**src/rtl/uart_tx_framed.sv**
```systemverilog
// Parametrised UART transmitter.
// Serialises one word per frame onto an idle-high line. Frame layout: start bit (0), DataBits data
// bits (LSB or MSB first), optional parity bit, StopBits stop bits (1). Bit timing comes from an
// external sample_trigger strobe; each bit is held for SamplesPerBit strobes.
//
// Ports:
//   clk            system clock
//   rst            synchronous, active-high reset
//   sample_trigger one-cycle strobe, SamplesPerBit strobes per bit period
//   data           word to send, sampled only on accept
//   start          level-sensitive request, accepted on an edge where ready=1
//   serial_data    UART line, idle 1
//   ready          1 = idle and able to accept
//   done           one-cycle pulse at the end of the last stop bit
//   parity_bit     parity of the latched word, valid while ready=0
module uart_tx_framed #(
  parameter int unsigned DataBits      = 8,
  parameter int unsigned SamplesPerBit = 16,
  parameter int unsigned ParityMode    = 0,
  parameter int unsigned StopBits      = 1,
  parameter bit          LsbFirst      = 1'b1
) (
  input  logic                clk,
  input  logic                rst,
  input  logic                sample_trigger,
  input  logic [DataBits-1:0] data,
  input  logic                start,
  output logic                serial_data,
  output logic                ready,
  output logic                done,
  output logic                parity_bit
);

  if (DataBits < 5 || DataBits > 9) begin : g_bad_data_bits
    $error("uart_tx_framed: DataBits must be 5..9");
  end
  if (SamplesPerBit < 2 || SamplesPerBit > 64) begin : g_bad_samples
    $error("uart_tx_framed: SamplesPerBit must be 2..64");
  end
  if (ParityMode > 2) begin : g_bad_parity
    $error("uart_tx_framed: ParityMode must be 0, 1 or 2");
  end
  if (StopBits < 1 || StopBits > 2) begin : g_bad_stop
    $error("uart_tx_framed: StopBits must be 1 or 2");
  end

  localparam int unsigned CntW = (SamplesPerBit > 1) ? $clog2(SamplesPerBit) : 1;
  localparam logic [CntW-1:0] LastSample = CntW'(SamplesPerBit - 1);
  localparam logic [3:0]      LastData   = 4'(DataBits - 1);
  localparam logic            LastStop   = 1'(StopBits - 1);
  localparam bit              HasParity  = (ParityMode != 0);
  localparam bit              OddParity  = (ParityMode == 2);

  typedef enum logic [2:0] {
    StIdle,
    StWait,
    StStart,
    StData,
    StParity,
    StStop
  } state_e;

  state_e              state_q;
  logic [DataBits-1:0] shift_q;
  logic [CntW-1:0]     samp_q;
  logic [3:0]          bits_q;   // data bits still to send after the current one
  logic                stop_q;   // stop bits still to send after the current one

  logic                cur_bit;
  logic [DataBits-1:0] shift_next;
  logic                last_sample;
  logic                word_parity;

  // The bit leaving the shift register next, and the register after it has gone.
  always_comb begin
    cur_bit    = 1'b0;
    shift_next = '0;
    if (LsbFirst) begin
      cur_bit    = shift_q[0];
      shift_next = {1'b0, shift_q[DataBits-1:1]};
    end else begin
      cur_bit    = shift_q[DataBits-1];
      shift_next = {shift_q[DataBits-2:0], 1'b0};
    end
  end

  always_comb begin
    last_sample = sample_trigger && (samp_q == LastSample);
    word_parity = OddParity ? ~(^data) : (^data);
  end

  always_ff @(posedge clk) begin
    if (rst) begin
      state_q     <= StIdle;
      shift_q     <= '0;
      samp_q      <= '0;
      bits_q      <= '0;
      stop_q      <= 1'b0;
      serial_data <= 1'b1;
      ready       <= 1'b0;
      done        <= 1'b0;
      parity_bit  <= 1'b0;
    end else begin
      done <= 1'b0;
      case (state_q)
        StIdle: begin
          serial_data <= 1'b1;
          ready       <= 1'b1;
          // Accept only once ready is visible, so the first edge out of reset never accepts.
          if (ready && start) begin
            shift_q    <= data;
            parity_bit <= word_parity;
            ready      <= 1'b0;
            state_q    <= StWait;
          end
        end

        StWait: begin
          if (sample_trigger) begin
            serial_data <= 1'b0;
            samp_q      <= '0;
            state_q     <= StStart;
          end
        end

        StStart: begin
          if (last_sample) begin
            samp_q      <= '0;
            serial_data <= cur_bit;
            shift_q     <= shift_next;
            bits_q      <= LastData;
            state_q     <= StData;
          end else if (sample_trigger) begin
            samp_q <= samp_q + CntW'(1);
          end
        end

        StData: begin
          if (last_sample) begin
            samp_q <= '0;
            if (bits_q != 4'd0) begin
              bits_q      <= bits_q - 4'd1;
              serial_data <= cur_bit;
              shift_q     <= shift_next;
            end else if (HasParity) begin
              serial_data <= parity_bit;
              state_q     <= StParity;
            end else begin
              serial_data <= 1'b1;
              stop_q      <= LastStop;
              state_q     <= StStop;
            end
          end else if (sample_trigger) begin
            samp_q <= samp_q + CntW'(1);
          end
        end

        StParity: begin
          if (last_sample) begin
            samp_q      <= '0;
            serial_data <= 1'b1;
            stop_q      <= LastStop;
            state_q     <= StStop;
          end else if (sample_trigger) begin
            samp_q <= samp_q + CntW'(1);
          end
        end

        StStop: begin
          if (last_sample) begin
            samp_q <= '0;
            if (stop_q) begin
              stop_q <= 1'b0;
            end else begin
              // Ready returns on this edge so a held start begins the next frame without a gap.
              serial_data <= 1'b1;
              done        <= 1'b1;
              ready       <= 1'b1;
              state_q     <= StIdle;
            end
          end else if (sample_trigger) begin
            samp_q <= samp_q + CntW'(1);
          end
        end

        default: begin
          serial_data <= 1'b1;
          state_q     <= StIdle;
        end
      endcase
    end
  end

endmodule

```
**config.mk**
```make
export PLATFORM = sky130hd
export DESIGN_NAME = uart_tx_framed
export DESIGN_NICKNAME = d
export VERILOG_FILES = /design/src/rtl/uart_tx_framed.sv
export SDC_FILE = /design/constraint.sdc
export NUM_CORES = 1
export LEC_CHECK = 0
export ABC_AREA = 0
export BUFFER_PORTS_ARGS = -buffer_cell sky130_fd_sc_hd__buf_2
export CAP_MARGIN = 20
export CORE_UTILIZATION = 43
export CTS_CLUSTER_SIZE = 12
export DETAILED_ROUTE_END_ITERATION = 12
export SLEW_MARGIN = 5
export SYNTH_ARGS = -nofsm -noshare
export SYNTH_HDL_FRONTEND = slang
export SYNTH_SLANG_ARGS = --single-unit
```
**constraint.sdc**
```tcl
create_clock -name clk -period 2.5 [get_ports clk]
set_clock_uncertainty 0.15 [all_clocks]
set_input_delay 0.25 -clock clk [delete_from_list [all_inputs] [get_ports clk]]
set_output_delay 0.25 -clock clk [all_outputs]
set_load 0.02 [all_outputs]
```
==> results.yml, run 1 <==
timing:
  setup_viol: 0
  tightest_slew_ns: 0.652
  hold_violations: 0
  slew_headroom: 0.564
  fin_setup_tns_ns: 0
  setup_slack_ns: 0.358
  rsz0062_at_grt: "no"
  fin_crit_sh: 0.857
  fmax_mhz: 467
  post-route-min-period_ns: 2.14
  drv_slew: 0
setup_path:
  path_max_fanout: 13
  cp_data_required_time_ns: 2.58
  worst_ep_arrival_time_ns: 2.22
  critPathKind: "register to register"
  end_kind: "register"
  startpoint_type: "register"
cts:
  cts_sinks: 23
  htree_levels: 1
  cts_hold_buffers: 0
  clkSlewWorstSetupHoldPaths_ns: 0.14
  cts_setup_buffers: 0
  cts_buffers: 3
  cts-root-buf: "clkbuf_4"
  cts_buffer_depth: 2
  cts_tree: "done"
  cts-resized-gates: 0
  clk_latency_ns: 0.31
synth:
  synth_common_cells: "dfxtp_1 (23), nor2_1 (12), a21oi_1 (9), xnor2_1 (8), mux2i_1 (7)"
  ys_ff_latch: 23
  synthTopCellsByArea: "dfxtp_1 (34%), mux2i_1 (5.1%), xnor2_1 (5.1%)"
  yosys.area.top_type: "dfxtp_1"
  synth_seq_area_share: 0.337
  ys_warn_count: 0
  synth_nets: 160
  async_reset_ff_frac: 0
  synth_top_area_share: 0.337
  yosysUniqueCellTypes: 46
  synth-main-ff-cell: "dfxtp_1"
  synth_area_mm2: 0.00137
  syn_inst: 146
  synth_edf_count: 0
  synth.avg_cell_area_um2: 9.35
  yosysMostFrequentCell: "dfxtp_1"
min_path:
  hold_path.class: "input port to register"
die:
  die_h_um: 58.3
  ioPinCount: 16
  coreArea_mm2: 0.00303
  rows: 20
  die_area_mm2: 0.00340
  die_w_um: 58.3
  initial_core_util: 0.451
drt:
  viasPerCell: 5.75
  ant_nets: 0
  via_count: 1161
  wl_um: 2830
  drt-pass1-iter-count: 4
  wire_per_inst_um: 14.0
  drt-initial-drc-count: 45
  drcViolationCount: 0
global_route:
  gr-total-overflow: 0
  grt_max_degree: 24
  grt_pass1_vias: 1028
  grt_pass1_wl_um: 4840
  antenna_found_initial: 0
  grt_use_total: 0.183
power_and_ir_drop:
  seqPwrFrac: 0.390
  netSwitchingFraction: 0.432
  vdd_drop_max_v: 0.000469
  p_per_area_mw_per_mm2: 1020
  clkPwrFrac: 0.116
  p_switching_w: 0.000653
  comb_power_share: 0.494
  internal-power_w: 0.000860
  leakagePower_nw: 0.534
layout:
  final_nets: 173
  final_area_mm2: 0.00148
  drive_gt1_frac: 0.241
  diodes: 0
  area_growth_pct: 8.71
  fillers: 305
flow_run:
  cap_violations: 0
placed_design:
  hpwl_um: 2020
  post_dp_cell_area_mm2: 0.00146
  post-place-ws_ns: 0.415
  place.gp.congestion: 0.819
  io_buffers: 15
run_status:
  status: "completed"
## power by group through the flow
stage / Clock [W] / Sequential (W) / Combinational [W]
after detailed placement: 0 / 0.000600 / 0.000742
after floorplan: 0 / 0.000560 / 0.000648
after CTS: 0.000182 / 0.000592 / 0.000744
after global routing: 0.000203 / 0.000607 / 0.000815
final: 0.000175 / 0.000590 / 0.000748
after global placement: 0 / 0.000593 / 0.000727
## cell usage in the layout, fill, tap and decap left out, drive strengths merged
cell type and count:
o21ai 5, a21oi 12, or3 2, nand3b 2
nand4 3, a2111oi 2, o21ba 2, nor3 5
clkinv 1, nor4 2, nand3 3, and4bb 1
clkbuf 3, mux2i 7, ha 2, xnor2 8
o2bb2ai 2, inv 4, o21bai 1, and3 2
or4 3, buf 18, o31ai 2, nand2b 2
and4 3, a311oi 9, a21boi 1, a31oi 1
nor3b 2, nor2b 1, o41ai 1, o211ai 2
nor2 12, dfxtp 23, nand2 5, a211oi 4
## final timing paths
kind,to,cells after the start,slack [ns],startpoint
setup / recovery,shift_q[6],6,0.36,samp_q[1]
hold / removal,samp_q[1],3,0.15,sample_trigger
setup reg to reg,shift_q[6],6,0.36,samp_q[1]
hold reg to reg,parity_bit,2,0.35,parity_bit
## per-layer routing
layer | GRT usage | part of all wire | vias up
li1 | - | - | 583
met1 | 0.273 | 0.48 | 551
met2 | 0.269 | 0.47 | 25
met3 | 0.0264 | 0.037 | 2
met4 | 0.0612 | 0.0085 | 0
met5 | 0 | 0 | -
## cell type report
type,count,area [um^2],area share
multi-input cells,109,828,0.558
flip-flops and latches,23,460,0.310
repair buffers,18,97.6,0.0658
well taps,44,55.1,0.0371
clock buffers,3,22.5,0.0152
inverters,4,15.0,0.0101
clock inverters,1,5.00,0.00337
## cell families (layout without fill, tap and decap cells)
family,after synthesis,in the layout,share of synthesized area
xor+xnor,8,8,0.0513
simple gates,48,48,0.203
compound gates,44,44,0.283
fa+ha+maj,2,2,0.0183
flops,23,23,0.337
buf+inv,14,26,0.0559
mux,7,7,0.0513
## worst max-delay path: stages (launching register included)
cell	delay, ns
dfxtp_1	0.42
ha_1	0.27
nand4_2	0.23
a211oi_4	0.36
buf_4	0.27
a21oi_1	0.11
a311oi_1	0.26
## metrics by stage
step,total power [W],hold slack [ns],std cells,util
floorplan,0.00121,0.221,146,-
global placement,0.00132,0.318,198,0.481
finish,0.00151,0.152,202,0.490
global route,0.00162,0.145,202,0.490
CTS,0.00152,0.143,202,0.490
detailed placement,0.00134,0.340,198,0.481
## flip-flops by register name (all words and copies together), names as in the netlist
signal and cells:
ready 1, parity_bit 1, serial_data 1, shift_q 8, state_q 3, done 1
bits_q 4, samp_q 4
No activity file was read; power rests on OpenSTA's default activity.
==> run 2: changes to the inputs <==
CELL_PAD_IN_SITES_DETAIL_PLACEMENT = 2   (was unset)
CELL_PAD_IN_SITES_GLOBAL_PLACEMENT = 2   (was unset)
CORE_UTILIZATION = 35   (was 43)
PLACE_DENSITY_LB_ADDON = 0.1   (was unset)
==> run 2 against run 1 <==
  * Clock power up 34%
  * Cell area increased by 1.5%
  * Maximum frequency shrank 1.1%
  * Sequential share of layout area decreased by 0.46 points
  * Power increased by 5.7%
  * Largest cell class unchanged
==> results.yml, run 2 (synthesis results as in run 1) <==
run_status:
  status: "completed"
cts:
  cts_sinks: 23
  cts_hold_buffers: 0
  clkSlewWorstSetupHoldPaths_ns: 0.09
  cts_buffers: 3
  cts-resized-gates: 0
  clk_latency_ns: 0.26
  htree_levels: 1
  cts-root-buf: "clkbuf_8"
  cts_tree: "done"
  cts_setup_buffers: 0
  cts_buffer_depth: 2
timing:
  fmax_mhz: 462
  slew_headroom: 0.564
  fin_setup_tns_ns: 0
  setup_viol: 0
  drv_slew: 0
  rsz0062_at_grt: "no"
  fin_crit_sh: 0.866
  tightest_slew_ns: 0.654
  post-route-min-period_ns: 2.16
  setup_slack_ns: 0.335
  hold_violations: 0
setup_path:
  r2r-end: "bits_q[3]"
  rrSetupSlack_ns: 0.34
  worst_ep_arrival_time_ns: 2.21
  end_kind: "register"
  cp_data_required_time_ns: 2.54
  path_max_fanout: 16
  rr_startpoint: "state_q[1]"
  crit_start: "state_q[1]"
  critPathKind: "register to register"
  endpoint: "bits_q[3]"
  r2r_cells: 4
  startpoint_type: "register"
layout:
  final_area_mm2: 0.00151
  area_growth_pct: 10.4
  final_cell_mix: "dfxtp_1 (23), buf_2 (15), nor2_1 (12), a21oi_1 (9), xnor2_1 (8)"
  fillers: 422
  final_nets: 173
  diodes: 0
  drive_gt1_frac: 0.234
  reg.largest.list: "shift_q (8), bits_q (4), samp_q (4)"
  largest_reg_flops: 8
  layout_commonest_cell: "dfxtp_1"
  layout.cells.non_filler: 206
  top_register: "shift_q"
die:
  ioPinCount: 16
  die_h_um: 64.5
  coreArea_mm2: 0.00369
  die_w_um: 64.5
  initial_core_util: 0.370
  die_area_mm2: 0.00415
  rows: 22
global_route:
  gr-total-overflow: 0
  antenna_found_initial: 0
  grt_pass1_wl_um: 6110
  grt_use_total: 0.189
  grt_pass1_vias: 1247
  grt_max_degree: 24
power_and_ir_drop:
  leakagePower_nw: 0.539
  p_per_area_mw_per_mm2: 1060
  vdd_drop_max_v: 0.000359
drt:
  viasPerCell: 5.71
  wl_um: 3550
  via_count: 1177
  wire_per_inst_um: 17.2
  drcViolationCount: 0
  ant_nets: 0
  drt-initial-drc-count: 59
  drt-pass1-iter-count: 4
placed_design:
  post-place-ws_ns: 0.347
  place.gp.congestion: 0.705
  post_dp_cell_area_mm2: 0.00146
  hpwl_um: 2650
  io_buffers: 15
  dp.cells: 202
min_path:
  min_from: "sample_trigger"
  hold_path.class: "input port to register"
flow_run:
  cap_violations: 0
run 2: worst max-delay path: stages (launching register included):
cell and delay (ns):
dfxtp_1 0.75, nand2b_1 0.36, nor4_1 0.55, nand3b_1 0.13, a21oi_1 0.15
run 2: metrics by stage:
step	utilization	hold WS, ns	power, W
floorplan	-	0.221	0.00121
detailed placement	0.396	0.310	0.00138
finish	0.408	0.214	0.00160
global placement	0.396	0.290	0.00134
CTS	0.408	0.207	0.00163
global route	0.408	0.220	0.00172
run 2: area by class of cell:
class	instances	area, um^2	share of cell area
clock buffers	4	45.0	0.0299
inverters	4	15.0	0.00997
multi-input cells	109	828	0.550
flip-flops and latches	23	460	0.306
well taps	48	60.1	0.0399
repair buffers	18	97.6	0.0648
run 2: how the worst min path moves through the flow:
| stage | endpoint | slack [ns] | depth (start not counted) |
|---|---|---|---|
| after floorplan | serial_data | 0.22 | 2 |
| after global placement | serial_data | 0.29 | 2 |
| after detailed placement | serial_data | 0.31 | 2 |
| after CTS | samp_q[1] | 0.21 | 3 |
| after global routing | samp_q[1] | 0.22 | 3 |
| final | samp_q[1] | 0.21 | 3 |
run 2: report_power, final:
group | switching, W | total, W | leakage, nW | internal, W
clock network | 0.000121 | 0.000235 | 0.0228 | 0.000114
registers | 0.000127 | 0.000594 | 0.188 | 0.000467
logic | 0.000437 | 0.000771 | 0.329 | 0.000334
run 2: metal layers:
metal | global-route usage | wire, um | vias to the layer above
met5 | 0 | 0 | -
met1 | 0.250 | 1720 | 580
met3 | 0.0299 | 80 | 0
met2 | 0.328 | 1750 | 13
li1 | - | - | 584
met4 | 0.0333 | 0 | 0
